[config.mk]
export PLATFORM = sky130hd
export DESIGN_NAME = nec_ir_decoder
export DESIGN_NICKNAME = d
export VERILOG_FILES = /design/src/rtl/nec_ir_pkg.sv /design/src/rtl/ir_input_filter.sv /design/src/rtl/nec_ir_decoder.sv
export SDC_FILE = /design/constraint.sdc
export NUM_CORES = 1
export LEC_CHECK = 0
export BUFFER_PORTS_ARGS = -buffer_cell sky130_fd_sc_hd__buf_2
export CORE_ASPECT_RATIO = 1.25
export CORE_UTILIZATION = 38
export CTS_BUF_LIST = sky130_fd_sc_hd__clkbuf_16
export DETAILED_ROUTE_END_ITERATION = 8
export GPL_ROUTABILITY_DRIVEN = 0
export PLACE_DENSITY = 0.59
export SETUP_SLACK_MARGIN = 0.05
export SLEW_MARGIN = 20
export SYNTH_ARGS = -nofsm -noshare
export SYNTH_HDL_FRONTEND = slang
export SYNTH_SLANG_ARGS = --single-unit
[constraint.sdc]
create_clock -name clk -period 2.5 [get_ports clk]
set_input_delay 0.75 -clock clk [delete_from_list [all_inputs] [get_ports clk]]
set_output_delay 0.75 -clock clk [all_outputs]
set_load 0.05 [all_outputs]
[src/rtl/nec_ir_pkg.sv]
// Shared types and timing windows (microseconds) for the NEC IR receiver.
package nec_ir_pkg;

    localparam int unsigned WIDTH_W    = 14;
    localparam int unsigned WIDTH_MAX  = 16383;
    localparam int unsigned TIMEOUT_US = 11000;

    localparam int unsigned FRAME_BITS = 32;
    localparam int unsigned BIT_CNT_W  = 5;

    localparam int unsigned LEAD_MARK_MIN  = 8000;
    localparam int unsigned LEAD_MARK_MAX  = 10000;
    localparam int unsigned LEAD_SPACE_MIN = 4000;
    localparam int unsigned LEAD_SPACE_MAX = 5000;
    localparam int unsigned RPT_SPACE_MIN  = 2000;
    localparam int unsigned RPT_SPACE_MAX  = 2500;
    localparam int unsigned BIT_MARK_MIN   = 400;
    localparam int unsigned BIT_MARK_MAX   = 700;
    localparam int unsigned ZERO_SPACE_MIN = 400;
    localparam int unsigned ZERO_SPACE_MAX = 700;
    localparam int unsigned ONE_SPACE_MIN  = 1400;
    localparam int unsigned ONE_SPACE_MAX  = 1900;
    localparam int unsigned STOP_MARK_MIN  = 400;
    localparam int unsigned STOP_MARK_MAX  = 700;

    typedef enum logic [2:0] {
        IDLE,
        LEAD_MARK,
        LEAD_SPACE,
        BIT_MARK,
        BIT_SPACE,
        STOP_MARK,
        RPT_STOP
    } state_t;

    // Received frame; first bit on air lands in addr_lo[0].
    typedef struct packed {
        logic [7:0] cmd_inv;
        logic [7:0] cmd;
        logic [7:0] addr_hi;
        logic [7:0] addr_lo;
    } nec_frame_t;

    function automatic logic in_window(input logic [WIDTH_W-1:0] w,
                                       input int unsigned lo,
                                       input int unsigned hi);
        return (w >= WIDTH_W'(lo)) && (w <= WIDTH_W'(hi));
    endfunction

endpackage

[src/rtl/ir_input_filter.sv]
// Synchroniser, glitch filter and edge detector for the raw IR demodulator pin.
module ir_input_filter #(
    parameter int unsigned GLITCH_CYC = 8
) (
    input  logic clk,
    input  logic rst,
    input  logic ir_in,
    output logic lvl,
    output logic rise,
    output logic fall
);

    localparam int unsigned CNT_W = 8;

    logic             sync1;
    logic             sync2;
    logic [CNT_W-1:0] cnt;

    always_ff @(posedge clk) begin
        if (rst) begin
            sync1 <= 1'b1;
            sync2 <= 1'b1;
        end else begin
            sync1 <= ir_in;
            sync2 <= sync1;
        end
    end

    // Level follows the synchronised input only after GLITCH_CYC agreeing samples.
    always_ff @(posedge clk) begin
        if (rst) begin
            lvl  <= 1'b1;
            cnt  <= '0;
            rise <= 1'b0;
            fall <= 1'b0;
        end else begin
            rise <= 1'b0;
            fall <= 1'b0;
            if (sync2 != lvl) begin
                if (cnt == CNT_W'(GLITCH_CYC - 1)) begin
                    lvl  <= sync2;
                    rise <= sync2;
                    fall <= ~sync2;
                    cnt  <= '0;
                end else begin
                    cnt <= cnt + CNT_W'(1);
                end
            end else begin
                cnt <= '0;
            end
        end
    end

endmodule

[src/rtl/nec_ir_decoder.sv]
// NEC IR receiver: microsecond width measurement and frame/repeat decoding FSM.
module nec_ir_decoder
    import nec_ir_pkg::*;
#(
    parameter int unsigned CLK_HZ     = 50_000_000,
    parameter int unsigned GLITCH_CYC = 8,
    parameter int unsigned EXT_ADDR   = 0,
    parameter int unsigned REPEAT_EN  = 1
) (
    input  logic        clk,
    input  logic        rst,
    input  logic        ir_in,
    output logic [15:0] address,
    output logic [7:0]  command,
    output logic        valid,
    output logic        rpt,
    output logic        error,
    output logic        busy
);

    localparam int unsigned DIV   = CLK_HZ / 1_000_000;
    localparam int unsigned PRE_W = (DIV > 1) ? $clog2(DIV) : 1;

    logic lvl;
    logic rise;
    logic fall;
    logic lvl_edge;
    logic mark_end;
    logic space_end;

    logic [PRE_W-1:0]   presc;
    logic [WIDTH_W-1:0] width;

    state_t                 state_q, state_d;
    nec_frame_t             frame_q, frame_d;
    logic [BIT_CNT_W-1:0]   bit_cnt_q, bit_cnt_d;
    logic                   have_frame_q, have_frame_d;
    logic [15:0]            address_d;
    logic [7:0]             command_d;
    logic                   valid_d, rpt_d, error_d;
    logic                   abort;
    logic                   frame_ok;

    ir_input_filter #(
        .GLITCH_CYC(GLITCH_CYC)
    ) u_filter (
        .clk  (clk),
        .rst  (rst),
        .ir_in(ir_in),
        .lvl  (lvl),
        .rise (rise),
        .fall (fall)
    );

    assign lvl_edge  = rise | fall;
    assign mark_end  = lvl_edge & lvl;
    assign space_end = lvl_edge & ~lvl;

    // Prescaler restarts on every edge so each width is measured edge-aligned.
    always_ff @(posedge clk) begin
        if (rst) begin
            presc <= '0;
            width <= '0;
        end else if (lvl_edge) begin
            presc <= PRE_W'(DIV - 1);
            width <= '0;
        end else if (presc == PRE_W'(DIV - 1)) begin
            presc <= '0;
            if (width != WIDTH_W'(WIDTH_MAX)) begin
                width <= width + WIDTH_W'(1);
            end
        end else begin
            presc <= presc + PRE_W'(1);
        end
    end

    assign frame_ok = (frame_q.cmd_inv == ~frame_q.cmd) &&
                      ((EXT_ADDR != 0) || (frame_q.addr_hi == ~frame_q.addr_lo));

    always_comb begin
        state_d      = state_q;
        frame_d      = frame_q;
        bit_cnt_d    = bit_cnt_q;
        have_frame_d = have_frame_q;
        address_d    = address;
        command_d    = command;
        valid_d      = 1'b0;
        rpt_d        = 1'b0;
        error_d      = 1'b0;
        abort        = 1'b0;

        // Timeout takes priority over any edge in the same cycle.
        if (state_q != IDLE && width >= WIDTH_W'(TIMEOUT_US)) begin
            abort = 1'b1;
        end else begin
            case (state_q)
                IDLE: begin
                    if (space_end) state_d = LEAD_MARK;
                end
                LEAD_MARK: begin
                    if (mark_end) begin
                        if (in_window(width, LEAD_MARK_MIN, LEAD_MARK_MAX)) state_d = LEAD_SPACE;
                        else abort = 1'b1;
                    end
                end
                LEAD_SPACE: begin
                    if (space_end) begin
                        if (in_window(width, LEAD_SPACE_MIN, LEAD_SPACE_MAX)) begin
                            bit_cnt_d = '0;
                            state_d   = BIT_MARK;
                        end else if ((REPEAT_EN != 0) && have_frame_q &&
                                     in_window(width, RPT_SPACE_MIN, RPT_SPACE_MAX)) begin
                            state_d = RPT_STOP;
                        end else begin
                            abort = 1'b1;
                        end
                    end
                end
                BIT_MARK: begin
                    if (mark_end) begin
                        if (in_window(width, BIT_MARK_MIN, BIT_MARK_MAX)) state_d = BIT_SPACE;
                        else abort = 1'b1;
                    end
                end
                BIT_SPACE: begin
                    if (space_end) begin
                        if (in_window(width, ZERO_SPACE_MIN, ZERO_SPACE_MAX) ||
                            in_window(width, ONE_SPACE_MIN, ONE_SPACE_MAX)) begin
                            frame_d   = nec_frame_t'({in_window(width, ONE_SPACE_MIN, ONE_SPACE_MAX),
                                                      frame_q[31:1]});
                            bit_cnt_d = bit_cnt_q + BIT_CNT_W'(1);
                            if (bit_cnt_q == BIT_CNT_W'(FRAME_BITS - 1)) state_d = STOP_MARK;
                            else state_d = BIT_MARK;
                        end else begin
                            abort = 1'b1;
                        end
                    end
                end
                STOP_MARK: begin
                    if (mark_end) begin
                        if (in_window(width, STOP_MARK_MIN, STOP_MARK_MAX)) begin
                            state_d = IDLE;
                            if (frame_ok) begin
                                address_d    = (EXT_ADDR != 0) ? {frame_q.addr_hi, frame_q.addr_lo}
                                                               : {8'h00, frame_q.addr_lo};
                                command_d    = frame_q.cmd;
                                valid_d      = 1'b1;
                                have_frame_d = 1'b1;
                            end else begin
                                error_d      = 1'b1;
                                have_frame_d = 1'b0;
                            end
                        end else begin
                            abort = 1'b1;
                        end
                    end
                end
                RPT_STOP: begin
                    if (mark_end) begin
                        if (in_window(width, STOP_MARK_MIN, STOP_MARK_MAX)) begin
                            rpt_d   = 1'b1;
                            state_d = IDLE;
                        end else begin
                            abort = 1'b1;
                        end
                    end
                end
                default: state_d = IDLE;
            endcase
        end

        if (abort) begin
            error_d      = 1'b1;
            have_frame_d = 1'b0;
            state_d      = IDLE;
        end
    end

    always_ff @(posedge clk) begin
        if (rst) begin
            state_q      <= IDLE;
            frame_q      <= '0;
            bit_cnt_q    <= '0;
            have_frame_q <= 1'b0;
            address      <= '0;
            command      <= '0;
            valid        <= 1'b0;
            rpt          <= 1'b0;
            error        <= 1'b0;
            busy         <= 1'b0;
        end else begin
            state_q      <= state_d;
            frame_q      <= frame_d;
            bit_cnt_q    <= bit_cnt_d;
            have_frame_q <= have_frame_d;
            address      <= address_d;
            command      <= command_d;
            valid        <= valid_d;
            rpt          <= rpt_d;
            error        <= error_d;
            busy         <= (state_d != IDLE);
        end
    end

endmodule

**Word level (Yosys, flattened, before mapping)**

Index checks and enable logic that the tools add are counted.

- Register bits: 94
- Input port bits: 3
- Output and inout port bits: 28

- Add/subtract/negate cells: 4
- Magnitude comparators: 11
- Equality and inequality tests: 17
- Mux-type cells: 42
- Bitwise gates (word level): 14
- Reduce and logical (&&, ||, !) cells: 28

Operators by type and width:

| kind | number |
|---|---|
| $mux W3 | 15 |
| $ge A14 B11 Y1 const B | 2 |
| $mux W5 | 4 |
| $mux W1 | 18 |
| $pmux W3 S6 | 1 |
| $eq A8 B8 Y1 | 2 |
| $not A8 Y8 | 2 |
| $add A14 B1 Y14 const B | 1 |
| $ge A14 B12 Y1 const B | 1 |
| $ge A14 B13 Y1 const B | 1 |
| $ge A14 B14 Y1 const B | 1 |
| $ge A14 B9 Y1 const B | 1 |
| $le A14 B10 Y1 const B | 1 |
| $le A14 B11 Y1 const B | 1 |
| $le A14 B12 Y1 const B | 1 |
| $le A14 B13 Y1 const B | 1 |
| $le A14 B14 Y1 const B | 1 |
| $ne A14 B14 Y1 const B | 1 |
| $mux W6 | 2 |
| $reduce_or A3 Y1 | 4 |
| $pmux W5 S2 | 1 |
| $eq A3 B3 Y1 const B | 3 |
| $not A1 Y1 | 9 |
| $add A8 B1 Y8 const B | 1 |
| 24 further kinds | 41 |

**Longest topological paths before layout**

Gate-level depths: netlist of run 1.

- Depth in word-level cells: 10
- Gate-level depth with buffers: 10

**Modules after synthesis**

A second synthesis of run 1 with hierarchy kept.

- Cell total of the unflattened synthesis: 533
- Area, all modules: 4533.1 um^2

Modules (own cells, without submodules):

| module | instances | cells each | area each (um^2) | seq. area each (um^2) |
|---|---|---|---|---|
| nec_ir_decoder | 1 | 484 | 4028.9 | 1621.6 |
| ir_input_filter | 1 | 49 | 504.2 | 260.2 |

**Least setup slack after synthesis of run 1**

No wires, ideal clock.

- Kind: reg2reg
- From: register width[0]
- To: register busy
- Setup time: 0.121 ns
- Data arrival time: 2.002 ns
- Setup slack: 0.377 ns
- Stages on the path, launching flop included: 10
- Path through: dfxtp_1 > inv_1 > ha_1 > inv_1 > a311oi_1 > o31a_4 > o311a_1 > nor4_2 > and4_1 > o22ai_2

- Cells in the longest elaborated chain, start to end: 10
- Elaborated cells between the ends (all ways): 45
- Those cells by class: order compare: 11; mux: 25; reduce/logical: 9

Ends and longest elaborated chain:

| item | line | RTL |
|---|---|---|
| start: declaration | nec_ir_decoder.sv:32 | `logic [WIDTH_W-1:0] width;` |
| start signal: assignment | nec_ir_decoder.sv:70 | `width <= width + WIDTH_W'(1);` |
| $ge A14 B11 Y1 / $le A14 B12 Y1 (equally long branches) | nec_ir_pkg.sv:47 | `return (w >= WIDTH_W'(lo)) && (w <= WIDTH_W'(hi));` |
| $logic_and A1 B1 Y1 | nec_ir_pkg.sv:47 |  |
| $logic_and A1 B1 Y1 | nec_ir_decoder.sv:111 | `end else if ((REPEAT_EN != 0) && have_frame_q &&` |
| $mux W3 / $mux W1 (equally long branches) | nec_ir_decoder.sv:111 |  |
| $mux W3 / $mux W1 (equally long branches) | nec_ir_decoder.sv:108 | `if (in_window(width, LEAD_SPACE_MIN, LEAD_SPACE_MAX)) begin` |
| $mux W3 / $mux W1 (equally long branches) | nec_ir_decoder.sv:107 | `if (space_end) begin` |
| $pmux W3 S6 / $pmux W1 S4 (equally long branches) | nec_ir_decoder.sv:96 | `case (state_q)` |
| $mux W3 / $mux W1 (equally long branches) | nec_ir_decoder.sv:93 | `if (state_q != IDLE && width >= WIDTH_W'(TIMEOUT_US)) begin` |
| $mux W3 (*) | nec_ir_decoder.sv:172 | `if (abort) begin` |
| $reduce_bool A3 Y1 (*) | nec_ir_decoder.sv:201 | `busy <= (state_d != IDLE);` |
| end signal: assignment | nec_ir_decoder.sv:201 |  |
| end: declaration | nec_ir_decoder.sv:18 | `output logic busy` |

Every way passes the cells marked *; elsewhere a longest branch is shown, timed or not.
A chain may end at the register's enable or synchronous reset.

**Final worst setup path of run 1**

- From: register width[3]
- To: register busy

The elaborated chain is that of the path after synthesis.

==> results of run 1 <==
[cell usage after synthesis, types with 10 or more instances]
library cell	instances
clkbuf_1	13
nand3_1	12
o21ai_0	13
a21oi_1	17
nor4_1	10
nand2_1	24
xor2_1	15
inv_1	10
xnor2_1	22
nor3_1	13
dfxtp_1	94
nor2_1	88
buf_4	12
mux2i_1	48
[metrics by stage]
step | total power [mW] | hold slack (ns) | utilization (%) | setup WS, ns | instance area [sq um]
after floorplan | 1.61 | 0.389 | - | 0.377 | 4660
after global routing | 3.12 | 0.446 | 44.6 | 0.0420 | 5230
after detailed placement | 1.62 | 0.399 | 41.6 | 0.125 | 4870
after global placement | 1.61 | 0.396 | 41.6 | 0.182 | 4870
after CTS | 3.06 | 0.416 | 44.2 | 0.107 | 5190
final | 3.02 | 0.412 | 44.6 | 0.154 | 5230
[sequential cells by signal, indices dropped and copies added, names as in the netlist, 3 cells and up]
name          count
width            14
command           8
frame_q          32
state_q           3
bit_cnt_q         5
presc             6
address           8
u_filter.cnt      8
[worst max-delay path, delay by kind of cell, from the launching register on]
kind / cells / cell delay, ns
AND/OR/NAND/NOR: 3 / 0.61
flip-flops: 1 / 0.44
buffers and inverters: 1 / 0.22
AO/OA/AOI/OAI: 4 / 1.01
[routing by layer]
| metal | vias to the layer above | wire length (microns) | track usage [%] |
|---|---|---|---|
| met5 | - | 0 | 0 |
| met4 | 0 | 312 | 9.21 |
| met3 | 22 | 339 | 2.91 |
| met2 | 79 | 4740 | 28.0 |
| met1 | 1654 | 4140 | 19.0 |
| li1 | 1786 | - | - |
[cell families (layout without fill, tap and decap cells)]
kind of cell | count (synthesis) | in the layout | share of synthesized area, %
other cells | 1 | 8 | 0.0809
mux | 48 | 48 | 10.4
compound gates | 69 | 69 | 11.6
flops | 94 | 94 | 40.6
xor+xnor | 37 | 37 | 6.99
simple gates | 204 | 204 | 21.7
fa+ha+maj | 7 | 7 | 1.89
buf+inv | 46 | 63 | 6.72
[cell type report]
type | count | area, sq um
Sequential cell | 94 | 1890
Clock inverter | 6 | 86.3
Multi-Input combinational cell | 373 | 2500
Timing Repair Buffer | 38 | 280
Inverter | 10 | 37.5
Clock buffer | 9 | 225
Fill cell | 1132 | 6500
Tap cell | 161 | 201
[power by group]
group	internal [mW]	switching, mW	total, mW	leakage (nW)
logic	0.0157	0.0584	0.0741	1.20
clock network	0.870	0.570	1.44	0.152
registers	1.50	0.00458	1.51	0.762
total	2.39	0.633	3.02	2.12
[worst max-delay path by stage]
stage                     cells past startpoint   end       from  slack [ns]
after CTS                                     7  busy   width[2]        0.11
after global routing                          7  busy   width[3]        0.04
final                                         8  busy   width[3]        0.15
after global placement                        7  busy   width[2]        0.18
after detailed placement                      7  busy  width[10]        0.12
after floorplan                               9  busy   width[0]        0.38
[what timing repair did]
item | in CTS | in global routing
setup endpoints to repair | 0 | 54
setup buffers | 0 | 1
gates resized for setup | 0 | 12
==> qor.yml, run 1 <==
synth_seq_area_share_pct: 40.6
synth_largest_area_cell: "dfxtp_1"
fmax_ghz: 0.426
drc: 0
die-width_microns: 101
start_kind: "flip-flop"
maxCapViolCount: 0
clock_sinks: 94
leakage_nw: 2.12
setup_violations: 0
path_max_fanout: 5
dpl.hpwl_mm: 6.87
yosys.cell_types.count: 63
end_kind: "flip-flop"
drt_pre_antenna_iters: 4
start_util_pct: 39.5
cts.path.max_buffers: 2
routed_via_density: 5.12
finalSetupTns_ns: 0
worst_slew_pin_slew_ns: 0.548
required_ns: 2.78
final_cell_mix: "nor2_1, dfxtp_1, mux2i_1"
rrSetupSlack_ns: 0.15
grt_first_pass_wirelength_mm: 16.3
hold_viol_final: 0
drive_gt1_share_pct: 16.0
synthArstFlopShare_pct: 0
clkTransAtPathRegs_ns: 0.07
final_common_cell: "nor2_1"
crit_slowest_cell: "dfxtp_1"
synth_edf_count: 0
grt_use_total_pct: 16.3
final-max-slew-violation-count: 0
path_cells: "nand4_1 -> buf_4 -> o311a_1 -> o2111a_1 -> a211oi_1 -> nor4_2 -> and4_1 -> o22ai_2"
worst_r2r_startpoint: "width[3]"
num_vias: 3541
pin_count: 31
finalWirelength_mm: 9.53
hold_depth: 1
ys.flop_type: "dfxtp_1"
run_status: "finished, final reports clean"
holdPathEnd: "u_filter.sync2"
syn_area_sq_mm: 0.00464
grt_max_degree: 55
synth.area.top_cells: "dfxtp_1, mux2i_1, nor2_1"
gr-total-overflow: 0
nets: 536
numPortBuffers: 22
cts_root_buf: "clkbuf_16"
grt_pass1_vias: 3527
antenna_found_initial: 0
post-place-cells: 675
worstReg2RegEnd: "busy"
pwr_density_cell_mw_per_mm2: 578
skew_ns: 0.00770
max-slew-margin-rel_pct: 63.1
antenna_cells: 0
clkLatencyLatePin_ns: 0.34
cts.hold.buffers_added: 0
yosysTopAreaCellShare_pct: 40.6
core_region_area_sq_mm: 0.0117
cts-htree-levels: 3
final.min_clock_period_ns: 2.35
rsz0062_at_grt: "true"
die_y_microns: 126
rr_worst_depth: 8
drtAntennaViolNets: 0
area_growth_pct: 12.7
arrival_ns: 2.62
hold_path.startpoint: "u_filter.sync1"
synth_seq_cells: 94
drt_iter0_drc: 182
max_stage_delay_ns: 0.44
hp-class: "reg -> reg"
rows: 44
syn-instance-count: 506
finalCritPeriodShare_pct: 93.8
die_area_sq_mm: 0.0127
syn_area_per_cell_sq_um: 9.16
cts_buffers: 9
fin_cells: 691
cts_tree: "yes"
yosysWarningCount: 0
wl_per_cell_microns: 13.8
vdd_drop_max_mv: 0.331
path_class: "reg -> reg"
(Power assumes the default switching activity.)
==> inputs of run 2 (changes only) <==
--- a/config.mk
+++ b/config.mk
@@ -7,6 +7,7 @@
 export LEC_CHECK = 0
 export BUFFER_PORTS_ARGS = -buffer_cell sky130_fd_sc_hd__buf_2
 export CORE_ASPECT_RATIO = 1.25
+export CORE_MARGIN = 2
 export CORE_UTILIZATION = 38
 export CTS_BUF_LIST = sky130_fd_sc_hd__clkbuf_16
 export DETAILED_ROUTE_END_ITERATION = 8
@@ -16,4 +17,5 @@
 export SLEW_MARGIN = 20
 export SYNTH_ARGS = -nofsm -noshare
 export SYNTH_HDL_FRONTEND = slang
+export SYNTH_HIERARCHICAL = 1
 export SYNTH_SLANG_ARGS = --single-unit
==> run 2 against run 1 <==
Against the previous run: clock skew is 0.0030 ns higher; via count grew 6.7%; worst setup slack better by 0.0027 ns; cell count up 4.9%; core utilization is 0.14 points lower; sequential power barely moved; synthesized cell count is 5.3% higher; power is 3.1% lower; register-to-register slack barely moved; critical path depth shrank 2; hold slack gained 0.017 ns; routed wire length increased by 2.0%.
==> qor.yml, run 2 <==
fillCellCount: 1137  # was 1132
clkLatencyLatePin_ns: 0.34  # about the same
synth.area.top_cells: "dfxtp_1, nand2_1, a21oi_1"  # was dfxtp_1, mux2i_1, nor2_1
syn_area_sq_mm: 0.00453  # was 0.00464 sq mm
final.min_clock_period_ns: 2.34  # was 2.35 ns
cts_buffers: 9  # unchanged
cts_resized: 0  # unchanged
hold_depth: 1  # unchanged
area_growth_pct: 13.8  # was 12.7%
dpl.hpwl_mm: 7.11  # was 6.87 mm
dp_worst_setup_slack_ns: 0.160  # was 0.125 ns
die-width_microns: 102  # was 101 microns
synth_compound_area_share_pct: 13.2  # was 11.6%
synthArstFlopShare_pct: 0  # unchanged
core_region_area_sq_mm: 0.0116  # was 0.0117 sq mm
cts.path.max_buffers: 2  # unchanged
cts_root_buf: "clkbuf_16"  # unchanged
cpLargestDelayFamily: "simple AND/OR/NAND/NOR gates"  # was compound AO/OA/AOI/OAI gates
leakage_nw: 1.92  # was 2.12 nW
synth_seq_area_share_pct: 41.5  # was 40.6%
drtAntennaViolNets: 0  # unchanged
pin_count: 31  # unchanged
synth_largest_area_cell: "dfxtp_1"  # unchanged
whs_ns: 0.428  # was 0.412 ns
grt_use_total_pct: 15.4  # was 16.3%
num_vias: 3777  # was 3541
hold_viol_final: 0  # unchanged
regArea_sq_mm: 0.00188  # was 0.00189 sq mm
syn-instance-count: 533  # was 506
yosys.cell_types.count: 69  # was 63
cts_tree: "yes"  # unchanged
start_util_pct: 39.0  # was 39.5%
fin_cells: 725  # was 691
power_mw: 2.93  # was 3.02 mW
clock_sinks: 94  # unchanged
gr-total-overflow: 0  # unchanged
finalSetupTns_ns: 0  # unchanged
start_kind: "flip-flop"  # unchanged
drt_pre_antenna_iters: 6  # was 4
synth.area.mux_share_pct: 4.42  # was 10.4%
synthTopCellsByCount: "dfxtp_1, nand2_1, nor2_1"  # was dfxtp_1, nor2_1, mux2i_1
cts-htree-levels: 3  # unchanged
skew_ns: 0.0107  # was 0.00770 ns
drt_iter0_drc: 224  # was 182
maxCapViolCount: 0  # unchanged
drc: 0  # unchanged
arrival_ns: 2.55  # was 2.62 ns
yosysWarningCount: 6  # was 0
ys.flop_type: "dfxtp_1"  # unchanged
run_status: "finished, final reports clean"  # unchanged
yosysTopAreaCellShare_pct: 41.5  # was 40.6%
cts.hold.buffers_added: 0  # unchanged
cts_setup_buffers: 0  # unchanged
synth.most_common_cell: "dfxtp_1"  # unchanged
largest-register: "frame_q"  # unchanged
synth_seq_cells: 94  # unchanged
path_class: "reg -> reg"  # unchanged
path_cells: "or3_4 -> a211o_4 -> or4_4 -> maj3_2 -> o21ai_2 -> a41oi_1"  # was nand4_1 -> buf_4 -> o311a_1 -> o2111a_1 -> a211oi_1 -> nor4_2 -> and4_1 -> o22ai_2
worst_slew_pin_slew_ns: 0.508  # was 0.548 ns
antenna_found_initial: 0  # unchanged
nets: 569  # was 536
finalCritPeriodShare_pct: 93.7  # was 93.8%
setup_violations: 0  # unchanged
hp-class: "reg -> reg"  # unchanged
post-place-cells: 709  # was 675
grt_pass1_vias: 3551  # was 3527
synth-xor-area-share_pct: 6.76  # was 6.99%
clkTransAtPathRegs_ns: 0.07  # about the same
pwr_density_cell_mw_per_mm2: 568  # was 578 mW/mm^2
final_cell_mix: "dfxtp_1, nand2_1, nor2_1"  # was nor2_1, dfxtp_1, mux2i_1
largest_reg_flops: 32  # unchanged
finalWirelength_mm: 9.72  # was 9.53 mm
rows: 44  # unchanged
routed_via_density: 5.21  # was 5.12
vdd_drop_max_mv: 0.303  # was 0.331 mV
synth_edf_count: 0  # unchanged
numPortBuffers: 22  # unchanged
antenna_cells: 0  # unchanged
required_ns: 2.71  # was 2.78 ns
top_regs: "frame_q (32), width (14)"  # unchanged
crit_slowest_cell: "or4_4"  # was dfxtp_1
cp.depth: 6  # was 8
max-slew-margin-rel_pct: 66.1  # was 63.1%
die_y_microns: 126  # about the same
rsz0062_at_grt: "false"  # was true
path_max_fanout: 5  # unchanged
setup_ws_ns: 0.157  # was 0.154 ns
final-max-slew-violation-count: 0  # unchanged
grt_max_degree: 37  # was 55
synth-adder-area-share_pct: 2.18  # was 1.89%
end_kind: "flip-flop"  # unchanged
cp.buffers_inverters: 0  # was 1
die_area_sq_mm: 0.0128  # was 0.0127 sq mm
drive_gt1_share_pct: 14.9  # was 16.0%
syn_area_per_cell_sq_um: 8.50  # was 9.16 sq um
wl_per_cell_microns: 13.4  # was 13.8 microns
max_stage_delay_ns: 0.56  # was 0.44 ns
synth_top_family_by_area: "simple AND/OR/NAND/NOR gates"  # unchanged
rr_worst_depth: 6  # was 8
synth_simple_gate_area_share_pct: 25.6  # was 21.7%
fmax_ghz: 0.427  # was 0.426 GHz
multi_input_area_sq_mm: 0.00241  # was 0.00250 sq mm
grt_first_pass_wirelength_mm: 16.0  # was 16.3 mm
final_common_cell: "dfxtp_1"  # was nor2_1
[run 2: final timing paths]
check        slack [ns]            from        endpoint
max                0.16       width[13]            busy
min                0.43  u_filter/sync1  u_filter/sync2
max reg2reg        0.16       width[13]            busy
min reg2reg        0.43  u_filter/sync1  u_filter/sync2
[run 2: metal layers]
| metal | vias to the layer above | part of all wire [%] | GRT usage [%] |
|---|---|---|---|
| met5 | - | 0 | 0 |
| met4 | 0 | 2.0 | 6.20 |
| met3 | 21 | 3.8 | 3.05 |
| met2 | 97 | 51 | 26.9 |
| li1 | 1885 | - | - |
| met1 | 1774 | 43 | 18.0 |
[run 2: layout make-up]
cell class                 count  area share [%]
inverter                       9           0.655
multi-input combinational    398            46.7
sequential                    94            36.5
clock inverter                 7            1.41
clock buffer                   9            4.36
timing repair buffer          47            6.50
tap                          161            3.90
[run 2: worst register-to-register path, delay by kind of cell, from the launching register on]
kind	cells	cell delay, ns
AOI/OAI and AO/OA	3	0.61
and+or+nand+nor	2	0.95
adders and majority gates	1	0.32
DFF	1	0.31
[run 2: kinds of logic after synthesis]
kind of cell,Yosys count
adder cells (fa/ha/maj),8
AO/OA/AOI/OAI,93
flip-flops,94
multiplexers,20
buffers and inverters,48
other,1
XOR/XNOR,35
AND/OR/NAND/NOR,234
[run 2: report_power, final]
part / switching [mW] / internal (mW)
combinational: 0.0572 / 0.0152
sequential: 0.00530 / 1.50
clock: 0.642 / 0.708
[run 2: metrics by stage]
step | utilization, % | instance area [sq um]
detailed placement | 41.7 | 4850
floorplan | - | 4560
CTS | 44.3 | 5140
finish | 44.4 | 5160
global placement | 41.7 | 4850
global route | 44.4 | 5160
==> inputs of run 3 (changes only) <==
--- a/config.mk
+++ b/config.mk
@@ -8,11 +8,11 @@
 export BUFFER_PORTS_ARGS = -buffer_cell sky130_fd_sc_hd__buf_2
 export CORE_ASPECT_RATIO = 1.25
 export CORE_MARGIN = 2
-export CORE_UTILIZATION = 38
+export CORE_UTILIZATION = 60
 export CTS_BUF_LIST = sky130_fd_sc_hd__clkbuf_16
 export DETAILED_ROUTE_END_ITERATION = 8
 export GPL_ROUTABILITY_DRIVEN = 0
-export PLACE_DENSITY = 0.59
+export PLACE_DENSITY = 0.84
 export SETUP_SLACK_MARGIN = 0.05
 export SLEW_MARGIN = 20
 export SYNTH_ARGS = -nofsm -noshare
==> run 3 against run 2 <==
Against the previous run: routed wire length down 1.5%; hold slack got worse by 0.011 ns; fmax fell by 2.1%; cell count decreased by 10%; largest cell class unchanged.
==> qor.yml, run 3 (synthesized netlist as in run 2, its figures left out) <==
gr-total-overflow: 0  # unchanged
routed.top_layer: "met4"  # unchanged
numPortBuffers: 22  # unchanged
drc: 0  # unchanged
num_vias: 3826  # was 3777
cts_resized: 1  # was 0
grt_pass1_vias: 3553  # was 3551
cpLargestDelayFamily: "simple AND/OR/NAND/NOR gates"  # unchanged
final.min_clock_period_ns: 2.39  # was 2.34 ns
rows: 35  # was 44
skew_ns: 0.00933  # was 0.0107 ns
clkLatencyLatePin_ns: 0.34  # about the same
clkTransAtPathRegs_ns: 0.06  # was 0.07 ns
hp-class: "reg -> reg"  # unchanged
finalCritPeriodShare_pct: 95.8  # was 93.7%
vdd_drop_max_mv: 0.488  # was 0.303 mV
antenna_found_initial: 0  # unchanged
fillCellCount: 563  # was 1137
cts_buffers: 9  # unchanged
multi_input_area_sq_mm: 0.00242  # was 0.00241 sq mm
wl_met2_mm: 4.89  # was 4.95 mm
fin_cells: 652  # was 725
die_y_microns: 101  # was 126 microns
dpl.hpwl_mm: 6.61  # was 7.11 mm
leakage_nw: 1.90  # was 1.92 nW
cts_root_buf: "clkbuf_16"  # unchanged
drt_iter0_drc: 268  # was 224
largest-register: "frame_q"  # unchanged
path_class: "reg -> reg"  # unchanged
grt_max_degree: 33  # was 37
setup_violations: 0  # unchanged
final-max-slew-violation-count: 0  # unchanged
cp.buffers_inverters: 0  # unchanged
finalWirelength_mm: 9.57  # was 9.72 mm
drive_gt1_share_pct: 14.6  # was 14.9%
crit_slowest_cell: "or4_4"  # unchanged
end_kind: "flip-flop"  # unchanged
largest_reg_flops: 32  # unchanged
nets: 565  # was 569
die_area_sq_mm: 0.00827  # was 0.0128 sq mm
die-width_microns: 81.7  # was 102 microns
core_region_area_sq_mm: 0.00736  # was 0.0116 sq mm
cts_setup_buffers: 0  # unchanged
path_max_fanout: 5  # unchanged
final_common_cell: "dfxtp_1"  # unchanged
regArea_sq_mm: 0.00188  # about the same
drt_pre_antenna_iters: 5  # was 6
grt_use_total_pct: 24.0  # was 15.4%
start_util_pct: 61.6  # was 39.0%
required_ns: 2.69  # was 2.71 ns
finalSetupTns_ns: 0  # unchanged
pwr_density_cell_mw_per_mm2: 585  # was 568 mW/mm^2
wl_met3_microns: 348  # was 366 microns
rsz0062_at_grt: "true"  # was false
path_cells: "or3_4 -> a211o_4 -> or4_4 -> maj3_2 -> o21ai_2 -> a41oi_1"  # unchanged
area_growth_pct: 11.6  # was 13.8%
cts_tree: "yes"  # unchanged
top_regs: "frame_q (32), width (14)"  # unchanged
run_status: "finished, final reports clean"  # unchanged
antenna_cells: 0  # unchanged
arrival_ns: 2.58  # was 2.55 ns
met1_length_mm: 4.02  # was 4.21 mm
cts-htree-levels: 3  # unchanged
post-place-cells: 636  # was 709
grt_first_pass_wirelength_mm: 15.7  # was 16.0 mm
clock_sinks: 94  # unchanged
max_stage_delay_ns: 0.56  # about the same
maxCapViolCount: 0  # unchanged
cts.path.max_buffers: 2  # unchanged
cts.hold.buffers_added: 0  # unchanged
wl_per_cell_microns: 14.7  # was 13.4 microns
start_kind: "flip-flop"  # unchanged
routed_via_density: 5.87  # was 5.21
pin_count: 31  # unchanged
hold_viol_final: 0  # unchanged
final_cell_mix: "dfxtp_1, nand2_1, nor2_1"  # unchanged
drtAntennaViolNets: 0  # unchanged
fmax_ghz: 0.418  # was 0.427 GHz
## run 3: changes by cell type in the layout (fill, tap and decap cells not counted)
cell / previous run / this run
o221ai_2: 0 / 1
inv_6: 3 / 4
inv_8: 2 / 0
dfxtp_2: 0 / 2
clkinv_8: 1 / 0
clkinv_4: 0 / 1
dfxtp_1: 94 / 92
buf_4: 22 / 18
clkinvlp_4: 1 / 0
clkinv_1: 0 / 1
o221ai_1: 1 / 0
bufinv_16: 0 / 1
## run 3: worst register-to-register path, cell delays in order (launching register included)
cell and delay, ns:
dfxtp_1 0.31, or3_4 0.40, a211o_4 0.36, or4_4 0.56, maj3_2 0.33, o21ai_2 0.13, a41oi_1 0.15
## run 3: power breakdown
part           total [mW]  leakage (nW)  internal [mW]  switching (mW)
Combinational      0.0712         0.996         0.0145          0.0568
Sequential           1.51         0.759           1.50         0.00549
Clock                1.38         0.149          0.787           0.592
## run 3: final cells by class
| cell class | count | area share, % |
|---|---|---|
| Clock buffer | 9 | 4.45 |
| Timing Repair Buffer | 43 | 6.04 |
| Inverter | 9 | 0.668 |
| Clock inverter | 7 | 1.53 |
| Multi-Input combinational cell | 398 | 47.8 |
| Sequential cell | 94 | 37.3 |
| Tap cell | 92 | 2.28 |
## run 3: path summary, 6_finish.rpt
kind / to / from / depth (start not counted) / slack [ns]
worst max-delay path: busy / width[13] / 6 / 0.11
worst max register to register: busy / width[13] / 6 / 0.11
worst min-delay path: u_filter/sync2 / u_filter/sync1 / 1 / 0.42
worst min register to register: u_filter/sync2 / u_filter/sync1 / 1 / 0.42
## run 3: layer usage
layer	vias to the layer above	GRT usage [%]
met5	-	0
met4	0	14.1
met3	29	3.83
met2	119	41.0
met1	1802	28.0
li1	1876	-
## run 3: metrics by stage
stage	hold slack, ns	setup slack, ns	cell area, sq um	total power, mW	utilization (%)
6_report	0.417	0.106	5060	2.96	68.7
5_1_grt	0.445	0.0369	5060	3.04	68.7
4_1_cts	0.420	0.0770	5030	2.99	68.4
3_5_place_dp	0.403	0.116	4730	1.61	64.3
3_3_place_gp	0.396	0.215	4730	1.61	64.3
2_1_floorplan	0.389	0.130	4560	1.61	-
